==> config.mk <==
export PLATFORM = sky130hd
export DESIGN_NAME = parallel2serial
export DESIGN_NICKNAME = d
export VERILOG_FILES = /design/src/rtl/parallel2serial.sv
export SDC_FILE = /design/constraint.sdc
export NUM_CORES = 1
export LEC_CHECK = 0
export ABC_CLOCK_PERIOD_IN_PS = 2000
export CAP_MARGIN = 10
export CORE_UTILIZATION = 51
export CTS_CLUSTER_DIAMETER = 30
export DETAILED_ROUTE_END_ITERATION = 10
export GPL_TIMING_DRIVEN = 0
export PLACE_DENSITY = 0.75
export SYNTH_ARGS = -nofsm -noshare
export SYNTH_HDL_FRONTEND = slang
export SYNTH_SLANG_ARGS = --single-unit
export TNS_END_PERCENT = 10
==> constraint.sdc <==
create_clock -name clk -period 2 [get_ports clk]
set_input_delay 0.4 -clock clk [delete_from_list [all_inputs] [get_ports clk]]
set_output_delay 0.4 -clock clk [all_outputs]
set_load 0.02 [all_outputs]
==> src/rtl/parallel2serial.sv <==
// parallel2serial: buffers parallel words in a small circular FIFO and
// transmits each one as a contiguous burst of DATA_W serial bits with a
// per-bit valid and a last-bit marker.
//
// Handshake (valid/ready): the source presents din_parallel with din_valid;
// the word is taken at the rising edge where din_valid && din_ready.
// din_ready depends only on the FIFO count, never on din_valid. A source
// that sees din_ready low keeps din_valid and din_parallel stable.
//
// Optional feature macro: P2S_FRAME_GAP_EN. When defined, every frame is
// followed by one GAP cycle with dout_valid low before the FSM returns to
// IDLE. When undefined, frames run back to back with no bubble.
//
// dbg_state exposes the FSM state (0 = IDLE, 1 = SHIFT, 2 = GAP).
module parallel2serial #(
    parameter int DATA_W     = 8,
    parameter int FIFO_DEPTH = 4,
    parameter int LSB_FIRST  = 0
) (
    input  logic                        clk,
    input  logic                        rst_n,
    input  logic [DATA_W-1:0]           din_parallel,
    input  logic                        din_valid,
    output logic                        din_ready,
    output logic                        dout_serial,
    output logic                        dout_valid,
    output logic                        dout_last,
    output logic [$clog2(FIFO_DEPTH):0] fifo_level,
    output logic                        busy,
    output logic [1:0]                  dbg_state
);

    localparam int PTR_W = $clog2(FIFO_DEPTH);
    localparam int LVL_W = PTR_W + 1;
    localparam int CNT_W = (DATA_W > 1) ? $clog2(DATA_W) : 1;

`ifdef P2S_FRAME_GAP_EN
    typedef enum logic [1:0] {S_IDLE = 2'd0, S_SHIFT = 2'd1, S_GAP = 2'd2} state_t;
`else
    typedef enum logic [1:0] {S_IDLE = 2'd0, S_SHIFT = 2'd1} state_t;
`endif

    logic [DATA_W-1:0] r_mem [FIFO_DEPTH];
    logic [PTR_W-1:0]  r_wr_ptr;
    logic [PTR_W-1:0]  r_rd_ptr;
    logic [LVL_W-1:0]  r_count;

    state_t            r_state;
    logic [DATA_W-1:0] r_shift;     // bits still to send after the current one
    logic [CNT_W-1:0]  r_bit_cnt;   // bits remaining after the current one
    logic              r_serial;
    logic              r_valid;
    logic              r_last;

    logic              w_ready;
    logic              w_push;
    logic              w_pop;
    logic              w_not_empty;
    logic [DATA_W-1:0] w_head;
    logic              w_load_bit;
    logic [DATA_W-1:0] w_load_rem;
    logic              w_next_bit;
    logic [DATA_W-1:0] w_next_rem;

    assign w_ready     = (r_count != LVL_W'(FIFO_DEPTH));
    assign w_push      = din_valid && w_ready;
    assign w_not_empty = (r_count != '0);
    assign w_head      = r_mem[r_rd_ptr];

    // Bit selection for the first bit of a new word and for the next bit
    // of the word in flight; direction is fixed by LSB_FIRST.
    assign w_load_bit = (LSB_FIRST != 0) ? w_head[0]  : w_head[DATA_W-1];
    assign w_load_rem = (LSB_FIRST != 0) ? (w_head >> 1) : (w_head << 1);
    assign w_next_bit = (LSB_FIRST != 0) ? r_shift[0] : r_shift[DATA_W-1];
    assign w_next_rem = (LSB_FIRST != 0) ? (r_shift >> 1) : (r_shift << 1);

    // Pop decision: IDLE loads whenever a word is waiting; SHIFT chains the
    // next word on the last bit only when frames may run back to back.
    always_comb begin
        w_pop = 1'b0;
        case (r_state)
            S_IDLE:  w_pop = w_not_empty;
`ifndef P2S_FRAME_GAP_EN
            S_SHIFT: w_pop = (r_bit_cnt == '0) && w_not_empty;
`endif
            default: w_pop = 1'b0;
        endcase
    end

    // FIFO storage write; contents need no reset since count gates reads.
    always_ff @(posedge clk) begin
        if (w_push) r_mem[r_wr_ptr] <= din_parallel;
    end

    // FIFO pointers and occupancy; simultaneous push and pop keep the count.
    always_ff @(posedge clk or negedge rst_n) begin
        if (!rst_n) begin
            r_wr_ptr <= '0;
            r_rd_ptr <= '0;
            r_count  <= '0;
        end else begin
            if (w_push) r_wr_ptr <= r_wr_ptr + 1'b1;
            if (w_pop)  r_rd_ptr <= r_rd_ptr + 1'b1;
            case ({w_push, w_pop})
                2'b10:   r_count <= r_count + 1'b1;
                2'b01:   r_count <= r_count - 1'b1;
                default: r_count <= r_count;
            endcase
        end
    end

    // Serialiser FSM with registered serial, valid and last outputs.
    always_ff @(posedge clk or negedge rst_n) begin
        if (!rst_n) begin
            r_state   <= S_IDLE;
            r_shift   <= '0;
            r_bit_cnt <= '0;
            r_serial  <= 1'b0;
            r_valid   <= 1'b0;
            r_last    <= 1'b0;
        end else begin
            case (r_state)
                S_IDLE: begin
                    if (w_pop) begin
                        r_serial  <= w_load_bit;
                        r_shift   <= w_load_rem;
                        r_bit_cnt <= CNT_W'(DATA_W - 1);
                        r_valid   <= 1'b1;
                        r_last    <= (DATA_W == 1);
                        r_state   <= S_SHIFT;
                    end else begin
                        r_valid <= 1'b0;
                        r_last  <= 1'b0;
                    end
                end
                S_SHIFT: begin
                    if (r_bit_cnt != '0) begin
                        r_serial  <= w_next_bit;
                        r_shift   <= w_next_rem;
                        r_bit_cnt <= r_bit_cnt - 1'b1;
                        r_valid   <= 1'b1;
                        r_last    <= (r_bit_cnt == CNT_W'(1));
                    end else if (w_pop) begin
                        // Back-to-back frame: next word's first bit, no bubble.
                        r_serial  <= w_load_bit;
                        r_shift   <= w_load_rem;
                        r_bit_cnt <= CNT_W'(DATA_W - 1);
                        r_valid   <= 1'b1;
                        r_last    <= (DATA_W == 1);
                    end else begin
                        r_valid <= 1'b0;
                        r_last  <= 1'b0;
`ifdef P2S_FRAME_GAP_EN
                        r_state <= S_GAP;
`else
                        r_state <= S_IDLE;
`endif
                    end
                end
`ifdef P2S_FRAME_GAP_EN
                S_GAP: begin
                    r_valid <= 1'b0;
                    r_last  <= 1'b0;
                    r_state <= S_IDLE;
                end
`endif
                default: begin
                    r_valid <= 1'b0;
                    r_last  <= 1'b0;
                    r_state <= S_IDLE;
                end
            endcase
        end
    end

    assign din_ready   = w_ready;
    assign dout_serial = r_serial;
    assign dout_valid  = r_valid;
    assign dout_last   = r_last;
    assign fifo_level  = r_count;
    assign busy        = (r_state != S_IDLE) || w_not_empty;
    assign dbg_state   = r_state;

endmodule

==> results.py <==
metrics = {
    "yosys": {
        "synth_warnings": 0,
        "synth_nets": 169,
        "ys_ff_latch": 54,
        "postSynthCellCount": 149,
        "synth_area_mm2": 0.00230,
        "syn_area_per_cell_um2": 15.4,
        "synth_cell_types": 31,
        "seq_area_frac_synth_pct": 65.8,
    },
    "global_routing": {
        "grt_pass1_vias": 1371,
        "grt_start_max_net_pins": 23,
        "antenna_found_initial": 0,
        "grt_overflow_total": 0,
        "grt_usage_pct": 18.0,
        "grt_pass1_wl_mm": 6.55,
    },
    "critical_path": {
        "crit_type": "reg2reg",
        "path_max_fanout": 6,
        "arrival_ns": 2.30,
        "r2r_setup_slack_ns": -0.08,
        "rr_endpoint": "fifo_level[2]",
        "end_kind": "flop",
        "startpoint_type": "flop",
        "r2r_start": "fifo_level[0]",
        "reg2regPathDepth": 9,
        "required_ns": 2.23,
    },
    "worst_hold_path": {
        "min_to": "fifo_level[2]",
        "hp-start": "fifo_level[2]",
        "hold_path.class": "reg2reg",
        "hold_path_depth": 1,
    },
    "routing": {
        "drt_iter0_drc": 63,
        "drt_wl_total_mm": 3.96,
        "wl_met1_mm": 1.78,
        "dr_wl_met3_um": 122,
        "ant_nets": 0,
        "remaining_drc_errors": 0,
        "vias": 1314,
        "top_layer": "met4",
        "wl_per_cell_um": 16.9,
        "via_per_inst": 5.62,
        "dr.pass1.iters": 4,
        "wl_met2_mm": 1.98,
    },
    "pwr": {
        "swShare_pct": 33.4,
        "ir_worst_vdd_mv": 0.659,
        "seq_power_share_pct": 43.3,
        "p_switching_mw": 1.29,
        "p_total_mw": 3.87,
        "p_leak_nw": 1.13,
        "p_int_mw": 2.58,
        "combPwrFrac_pct": 40.6,
        "power_density_mw_per_mm2": 1410,
        "clkPwrFrac_pct": 16.1,
    },
    "cells_and_area": {
        "final_core_util_pct": 63.1,
        "syn_to_final_growth_pct": 19.5,
        "drive_above_1_share_pct": 22.5,
        "multiInputGateArea_um2": 754,
        "seqCellArea_mm2": 0.00152,
        "fillCellCount": 310,
        "antennaDiodeCount": 0,
        "final_nets": 201,
    },
    "clocking": {
        "cts.clk_slew.worst_paths_ns": 0.09,
        "ctsHoldBuffers": 0,
        "clkLatencyLatePin_ns": 0.30,
        "clock_path_buffers": 2,
        "cts_tree": "yes",
        "h-tree-depth": 2,
        "cts_root_buf": "clkbuf_8",
        "cts.sinks": 54,
        "cts_buffers": 5,
    },
    "placement": {
        "dp_hpwl_mm": 2.64,
        "gp_congestion": 0.762,
        "io_buffer_count": 19,
    },
    "outcome": {
        "violations": "negative setup slack",
        "status": "finished, violations left",
    },
    "timing": {
        "hold_viol": 0,
        "fmax_mhz": 482,
        "slew_violations": 0,
        "period_minus_slack_ns": 2.08,
        "timing.final.crit_share_pct": 104,
        "tightestPinTransition_ns": 0.969,
        "fin_skew_ns": 0.00735,
        "slew_headroom_pct": 35.2,
        "fin_ws_ns": -0.0768,
        "rsz0062_at_grt": "true",
        "finalSetupViolCount": 1,
        "hold_ws_ns": 0.501,
        "fin_setup_tns_ns": -0.0768,
    },
    "run": {
        "drv_cap": 0,
    },
    "die": {
        "start_util_pct": 52.8,
        "die_w_um": 69.1,
        "rows": 24,
        "io_pins": 21,
        "die_area_mm2": 0.00478,
        "core_area_mm2": 0.00435,
        "die_h_um": 69.1,
    },
}
-- placed cells by master (no fill, tap or decap), types with 2 or more instances in the layout --
cell type and instances:
buf_4 7, xor2_1 3, a211oi_1 2, clkdlybuf4s50_1 17
a31oi_1 2, clkbuf_1 5, a2bb2oi_1 8, mux4_2 8
xnor2_1 3, nand2_1 11, a22oi_1 8, ha_1 6
dfrtp_2 3, clkbuf_8 6, nor3_1 2, dfrtp_1 19
and3_1 6, inv_1 7, buf_2 2, edfxtp_1 32
-- worst max path at each step --
stage,startpoint,end,slack [ns],cells past startpoint
2_1_floorplan,fifo_level[0],fifo_level[2],-0.15,9
4_1_cts,fifo_level[1],fifo_level[2],-0.13,9
6_report,fifo_level[0],fifo_level[2],-0.08,9
3_5_place_dp,r_bit_cnt[0],fifo_level[2],-0.33,10
3_3_place_gp,r_bit_cnt[0],fifo_level[2],-0.19,10
5_1_grt,fifo_level[0],fifo_level[2],-0.15,9
-- layer usage --
layer,vias up,track usage [%]
met3,11,3.80
li1,612,-
met5,-,0
met2,31,29.0
met1,660,23.6
met4,0,7.71
-- state kept, by name, summed over array words and instances, names as in the netlist, 2 cells and up --
register,count
r_bit_cnt,3
r_wr_ptr,2
r_rd_ptr,2
r_shift,8
fifo_level,3
r_mem,32
-- cells in the mapped netlist, drive strengths merged --
cell / instances / area share (%)
edfxtp: 32 / 42
dfrtp: 22 / 24
nand2: 11 / 1.8
inv: 9 / 1.5
a22oi: 8 / 2.6
a2bb2oi: 8 / 3.0
ha: 8 / 4.4
mux4: 8 / 7.8
and3: 6 / 1.6
clkbuf: 5 / 0.82
buf: 4 / 0.98
nor3: 3 / 0.87
xnor2: 3 / 1.1
xor2: 3 / 1.1
a211oi: 2 / 0.65
a21oi: 2 / 0.44
a31oi: 2 / 0.54
nand2b: 2 / 0.54
a21o: 1 / 0.33
and2: 1 / 0.38
conb: 1 / 0.16
fa: 1 / 0.87
mux2: 1 / 0.65
mux2i: 1 / 0.44
nor2: 1 / 0.16
nor2b: 1 / 0.27
nor3b: 1 / 0.33
or3: 1 / 0.27
or3b: 1 / 0.49
-- what timing repair did --
action / 4_1_cts / 5_1_grt
setup endpoints to repair: 4 / 3
pin swaps: 6 / 1
resized for setup: 8 / 6
setup buffers: 2 / 4
-- metrics by stage --
step	std cells	setup WS, ns	area [um2]
floorplan	149	-0.148	2320
finish	234	-0.0768	2750
CTS	230	-0.130	2700
global route	234	-0.154	2750
global placement	220	-0.191	2570
detailed placement	220	-0.327	2570
-- layout make-up --
class | instances | share of cell area (%)
plain buffers | 9 | 1.87
clock buffers | 7 | 3.14
clock inverters | 1 | 0.319
inverters | 9 | 1.32
multi-input cells | 77 | 27.5
flip-flops and latches | 54 | 55.2
well taps | 52 | 2.37
repair buffers | 25 | 8.34
-- power by group through the flow --
| stage | Combinational (mW) | Sequential [mW] | Clock, mW |
|---|---|---|---|
| global route | 1.73 | 1.70 | 0.671 |
| finish | 1.57 | 1.68 | 0.624 |
| CTS | 1.47 | 1.70 | 0.640 |
| detailed placement | 1.42 | 1.71 | 0 |
| floorplan | 0.972 | 1.72 | 0 |
| global placement | 1.35 | 1.69 | 0 |
-- worst max-delay path: stages (launching register included) --
cell and delay (ns):
dfrtp_2 0.45, or3b_4 0.41, and2_4 0.18, inv_4 0.06, ha_4 0.13, inv_2 0.04, fa_2 0.33, xor2_1 0.14
nor2_1 0.11, xor2_1 0.15
-- kinds of logic (layout without fill, tap and decap cells) --
group | after synthesis | count (layout) | synth area share [%]
adder cells (fa/ha/maj) | 9 | 9 | 5.23
other | 1 | 1 | 0.163
multiplexers | 10 | 10 | 8.93
buffers and inverters | 18 | 51 | 3.27
flip-flops | 54 | 54 | 65.8
AO/OA/AOI/OAI | 23 | 23 | 7.62
XOR/XNOR | 6 | 6 | 2.29
AND/OR/NAND/NOR | 28 | 28 | 6.75
No activity file was read; power rests on OpenSTA's default activity.
